## src/rtl/hex_sb_ctrl_pkg.sv

```systemverilog
// Shared register map and display constants for the multiplexed hex display peripheral.
package hex_sb_ctrl_pkg;

    localparam int          NUM_DIGITS = 8;
    localparam logic [31:0] DIGIT_BASE = 32'h0000_0000;
    localparam logic [31:0] MASK_ADDR  = 32'h0000_0020;
    localparam logic [31:0] RST_ADDR   = 32'h0000_0024;
    localparam logic [6:0]  SEG_BLANK  = 7'h7F;
    localparam logic [7:0]  MASK_RESET = 8'hFF;

    // DIGIT0..DIGIT7 occupy word-aligned offsets 0x00..0x1C.
    function automatic logic is_digit_addr(input logic [31:0] addr);
        return (addr & ~32'h0000_001C) == DIGIT_BASE;
    endfunction

endpackage

```

## src/rtl/hex_sb_ctrl_dec.sv

```systemverilog
// Hex value to active-low seven-segment pattern, bit order {g,f,e,d,c,b,a}.
module hex_digit_dec (
    input  logic [3:0] val_i,
    output logic [6:0] seg_o
);

    always_comb begin
        seg_o = 7'h7F;
        unique case (val_i)
            4'h0: seg_o = 7'h40;
            4'h1: seg_o = 7'h79;
            4'h2: seg_o = 7'h24;
            4'h3: seg_o = 7'h30;
            4'h4: seg_o = 7'h19;
            4'h5: seg_o = 7'h12;
            4'h6: seg_o = 7'h02;
            4'h7: seg_o = 7'h78;
            4'h8: seg_o = 7'h00;
            4'h9: seg_o = 7'h10;
            4'hA: seg_o = 7'h08;
            4'hB: seg_o = 7'h03;
            4'hC: seg_o = 7'h46;
            4'hD: seg_o = 7'h21;
            4'hE: seg_o = 7'h06;
            4'hF: seg_o = 7'h0E;
            default: seg_o = 7'h7F;
        endcase
    end

endmodule

```

## src/rtl/hex_sb_ctrl.sv

```systemverilog
// System-bus peripheral holding eight hex digits and an enable mask, and
// time-multiplexing them onto a common-segment seven-segment display.
module hex_sb_ctrl
    import hex_sb_ctrl_pkg::*;
#(
    parameter int SCAN_DIV = 1000
) (
    input  logic        clk_i,
    input  logic        rst_i,
    input  logic [31:0] addr_i,
    input  logic        req_i,
    input  logic        WE_i,
    input  logic [31:0] WD_i,
    output logic [31:0] RD_o,
    output logic [6:0]  hex_led_o,
    output logic [7:0]  hex_sel_o
);

    localparam int              CNT_W    = (SCAN_DIV > 1) ? $clog2(SCAN_DIV) : 1;
    localparam logic [CNT_W-1:0] CNT_LAST = CNT_W'(SCAN_DIV - 1);

    logic [3:0]       digit_q [NUM_DIGITS];
    logic [3:0]       digit_d [NUM_DIGITS];
    logic [7:0]       mask_q, mask_d;
    logic [31:0]      rd_q, rd_d;
    logic [CNT_W-1:0] cnt_q, cnt_d;
    logic [2:0]       idx_q, idx_d;
    logic [7:0]       sel_q, sel_d;
    logic [6:0]       led_q, led_d;
    logic [3:0]       cur_digit;
    logic [6:0]       cur_seg;
    logic             wr_en, rd_en;
    logic             unused_wd;

    assign unused_wd = ^WD_i[31:8];
    assign wr_en     = req_i && WE_i;
    assign rd_en     = req_i && !WE_i;

    always_comb begin
        digit_d = digit_q;
        mask_d  = mask_q;
        if (wr_en) begin
            if (is_digit_addr(addr_i)) begin
                digit_d[addr_i[4:2]] = WD_i[3:0];
            end else if (addr_i == MASK_ADDR) begin
                mask_d = WD_i[7:0];
            end else if (addr_i == RST_ADDR && WD_i[0]) begin
                for (int i = 0; i < NUM_DIGITS; i++) begin
                    digit_d[i] = 4'h0;
                end
                mask_d = MASK_RESET;
            end
        end
    end

    always_comb begin
        rd_d = rd_q;
        if (rd_en) begin
            if (is_digit_addr(addr_i)) begin
                rd_d = {28'h0, digit_q[addr_i[4:2]]};
            end else if (addr_i == MASK_ADDR) begin
                rd_d = {24'h0, mask_q};
            end else begin
                rd_d = 32'h0;
            end
        end
    end

    // Scan divider: each index is held for SCAN_DIV cycles, outputs lag the index by one flop.
    assign cur_digit = digit_q[idx_q];

    hex_digit_dec u_dec (
        .val_i (cur_digit),
        .seg_o (cur_seg)
    );

    always_comb begin
        if (cnt_q == CNT_LAST) begin
            cnt_d = '0;
            idx_d = idx_q + 3'd1;
        end else begin
            cnt_d = cnt_q + 1'b1;
            idx_d = idx_q;
        end
        sel_d = ~((8'h01 << idx_q) & mask_q);
        led_d = mask_q[idx_q] ? cur_seg : SEG_BLANK;
    end

    always_ff @(posedge clk_i or posedge rst_i) begin
        if (rst_i) begin
            for (int i = 0; i < NUM_DIGITS; i++) begin
                digit_q[i] <= 4'h0;
            end
            mask_q <= MASK_RESET;
            rd_q   <= 32'h0;
            cnt_q  <= '0;
            idx_q  <= 3'd0;
            sel_q  <= 8'hFF;
            led_q  <= SEG_BLANK;
        end else begin
            digit_q <= digit_d;
            mask_q  <= mask_d;
            rd_q    <= rd_d;
            cnt_q   <= cnt_d;
            idx_q   <= idx_d;
            sel_q   <= sel_d;
            led_q   <= led_d;
        end
    end

    assign RD_o      = rd_q;
    assign hex_sel_o = sel_q;
    assign hex_led_o = led_q;

endmodule

```

## config.mk

```make
export PLATFORM = sky130hd
export DESIGN_NAME = hex_sb_ctrl
export DESIGN_NICKNAME = d
export VERILOG_FILES = /design/src/rtl/hex_sb_ctrl_pkg.sv /design/src/rtl/hex_sb_ctrl_dec.sv /design/src/rtl/hex_sb_ctrl.sv
export SDC_FILE = /design/constraint.sdc
export NUM_CORES = 1
export LEC_CHECK = 0
export ABC_AREA = 1
export BUFFER_PORTS_ARGS = -buffer_cell sky130_fd_sc_hd__buf_2
export CORE_UTILIZATION = 54
export DETAILED_ROUTE_END_ITERATION = 10
export GPL_TIMING_DRIVEN = 0
export PLACE_DENSITY = 0.8
export RECOVER_POWER = 50
export SYNTH_ARGS = -nofsm -noshare
export SYNTH_HDL_FRONTEND = slang
export SYNTH_SLANG_ARGS = --single-unit
```

## constraint.sdc

```tcl
create_clock -name clk_i -period 2.9 [get_ports clk_i]
set_input_delay 0.145 -clock clk_i [delete_from_list [all_inputs] [get_ports clk_i]]
set_output_delay 0.145 -clock clk_i [all_outputs]
set_load 0.01 [all_outputs]
```

==> results.txt <==
The run finished, with violations left. The final reports fail on max-capacitance violations, max-slew violations. Setup slack on the worst reg-to-reg path comes out at 720 ps. The number of clock sinks came out at 76. Traced cell by cell, the critical path runs through buf_6, buf_4, o21ai_0, nand2_1, nand3_1, nand2_1, ha_1, nand3_1, nand3_1, nand3_1. The total length of routed wires is 11.4 mm. The overall die height is 96.5 µm.

The cell family contributing the most delay on the critical path is simple AND/OR/NAND/NOR gates. The post-cts resize count is 0. The number of DRC violations after detailed-routing iteration 0 is 352. The post-route netlist has 20.0% of its cells at a drive strength greater than 1. The floorplan step set the die width to 96.5 µm. For the final database, setup skew stands at 12.5 ps. The final max-slew violation count is 77. The routed layout has 4613 vias. The remaining global-route overflow came out at 0. The H-tree was split into 3 levels.

115 I/O pins were placed. By startpoint and endpoint, the worst setup path is classified as flop to flop. For this run, the total global-route usage over all layers was measured as 26.4%. The clock transition at the registers of the reported paths came out at 90 ps. The clock period minus worst slack came out at 2180 ps. The number of nets in the layout is 872.

In this run the core area contains 34 standard-cell rows. In the synthesized netlist, the number of instances is 691. The maximum achievable frequency came out at 0.459 GHz. In this run, distinct cell masters in the synthesized netlist total 34.

The synthesized area per cell is 6.98 µm². STA classifies the critical path startpoint as a flop. STA classifies the critical path endpoint as a flop. In this run the worst path has a maximum fanout of 10. After floorplanning, the core was sized to cover 8680 µm². Counting both buffers and inverters, the worst setup path holds a total of 2. Leaving out fill and tap cells, the most frequent cell in the layout is nand2_1.

The longest individual stage delay on the worst path came out at 500 ps. TritonCTS built the clock tree. Dividing the detail-routed wire length by the instance count gives 12.6 µm. In the layout the commonest cells are nand2_1, inv_1, nor2_1.

Using the TritonRoute via totals, the vias-per-cell ratio works out to 5.10. The area growth from synthesis to layout came out at 16.0%. In the synthesized netlist the dominant register cell turns out to be dfrtp_1. The worst hold path belongs to the class primary input to flop.

The total negative slack for setup checks came out at 0 ps. The placed wire-length estimate is 8.67 mm. The arrival time at the worst endpoint is 2460 ps.

The endpoint required time on the critical path came out at 3180 ps. The via count of the first global-routing pass is 4048. The final count of negative-setup-slack endpoints is 0. The dominant cell type by count on the critical path is nand3_1.

The worst-skew pair later-pin latency is 360 ps. The sequential cell area fraction in the yosys report is 40.0%. Measured against its own limit, the worst slew margin works out to -2.06%.

The biggest area consumer among synthesized cells is dfrtp_1. Max-cap violations in this run came to 1. The total power after layout came out at 2.17 mW. The final worst-path setup slack is 719 ps.

The portion of synthesized cell area occupied by the leading cell type is 27.5%. The final critical-path share of the clock period came out at 75.2%. The global-route wire length before repair came out at 18.9 mm. The hold violation count in the final report is 0. In this run the clock root is driven by a clkbuf_8. The leakage power came out at 3.04 nW. For this run, the share of the core covered by cells in the final layout is 64.5%. Entering global routing, the biggest net connects 77 pins.

The transition time at the pin with the least slew margin came out at 1530 ps. The worst setup slack after placement came out at 809 ps. The number of buffers inserted by port buffering is 65.

The total clock buffers created by CTS is 9. Setup repair after global routing left no endpoint under its margin. The floorplan step defined a die boundary enclosing 9310 µm². The longest clock path from root to sink contains 2 buffers. The power per unit of standard cell area came out at 387 nW/µm².

0 antenna diodes ended up in the layout. Routability-driven placement finished with a final weighted congestion of 0.943. After synthesis, the cell types taking the most area are dfrtp_1, nand2_1, dfstp_2.

The number of flops mapped to enable cells by yosys came out at 0. The maximum vdd drop is 213 µV. The count of yosys warnings during synthesis is 0.

The initial antenna violation count is 0. The pre-antenna-repair detailed-routing pass consisted of 5 iterations. The count of unresolved DRC violations after routing is 0. The netlist area before placement is 4820 µm². The starting density of the core is 55.6%.

The standard cell with the maximum stage delay on the critical path is dfrtp_1. The proportion of register bits with asynchronous set or reset after synthesis came out at 100%. The register bit total from synthesis came out at 76. The final antenna-violating net count is 0.
layer usage:
| layer | wire length (µm) | global-route usage (%) | share of wire (%) |
|---|---|---|---|
| met3 | 760 | 4.93 | 6.7 |
| met4 | 162 | 6.99 | 1.4 |
| met2 | 5520 | 43.5 | 48 |
| met1 | 4960 | 35.6 | 44 |
| met5 | 0 | 0 | 0 |
cell families after synthesis:
kind of cell             Yosys count  share of synthesized area [%]
AO/OA/AOI/OAI                     66                           7.45
buffers and inverters            117                           11.9
XOR/XNOR                           2                          0.363
other                              1                         0.0778
adder cells (fa/ha/maj)           13                           3.37
flip-flops                        76                           40.0
AND/OR/NAND/NOR                  416                           36.8
final cells by class:
cell class                 count  area [µm²]
timing repair buffer          66         325
buffer                        39         280
multi-input combinational    521        2390
fill                         796        3080
clock buffer                  10         138
tap                          108         135
sequential                    76        1930
clock inverter                 6        95.1
inverter                      78         295
path summary, 6_finish.rpt:
| kind | start | to | cells past startpoint |
|---|---|---|---|
| max in group asynchronous | rst_i | digit_q[7] | 2 |
| min | WD_i[5] | mask_q[5] | 3 |
| min reg2reg | mask_q[6] | hex_sel_o[6] | 1 |
| max | idx_q[0] | hex_led_o[3] | 10 |
| max reg2reg | idx_q[0] | hex_led_o[3] | 10 |
| min in group asynchronous | rst_i | cnt_q[4] | 2 |
worst min-delay path, delay by kind of cell:
family	cells	cell delay, ps
AOI/OAI and AO/OA	1	50
buffers and inverters	1	90
and+or+nand+nor	1	90
sequential cells by signal (all words and copies together), names as in the netlist:
name,flops
digit_q,32
cnt_q,10
RD_o,8
hex_sel_o,8
mask_q,8
hex_led_o,7
idx_q,3
Yosys cell counts (2+ instances only):
| master | instances |
|---|---|
| nor2_1 | 63 |
| nand3_2 | 9 |
| inv_2 | 8 |
| dfstp_2 | 23 |
| clkbuf_1 | 5 |
| nand2_2 | 2 |
| buf_6 | 3 |
| dfrtp_1 | 53 |
| nor3_1 | 2 |
| buf_2 | 2 |
| inv_1 | 69 |
| and2_0 | 3 |
| a21oi_1 | 17 |
| nand3_1 | 57 |
| nor2_2 | 5 |
| nand4_1 | 5 |
| buf_4 | 29 |
| nand2_1 | 262 |
| xor2_1 | 2 |
| o211ai_1 | 9 |
| o21ai_1 | 7 |
| nor3_2 | 2 |
| nor2_4 | 2 |
| ha_1 | 13 |
| o21ai_0 | 30 |
what timing repair did:
action,4_1_cts,5_1_grt
buffers inserted,0,0
hold buffers,0,1
setup endpoints to repair,0,0
endpoints found under the hold margin,0,1
report_power, final:
part | leakage [nW] | internal [mW] | total (mW) | switching, mW
combinational | 1.96 | 0.0632 | 0.170 | 0.107
sequential | 0.967 | 1.06 | 1.06 | 0.00000000255
clock | 0.117 | 0.517 | 0.936 | 0.419
total | 3.04 | 1.64 | 2.17 | 0.526
through the flow:
stage	hold slack (ps)	area, µm²	std cells
after floorplan	275	4910	714
after global placement	391	5370	887
after detailed placement	389	5370	887
after CTS	0.375	5600	903
after global routing	6.56	5590	904
final	8.51	5590	904
(Power assumes the default switching activity.)
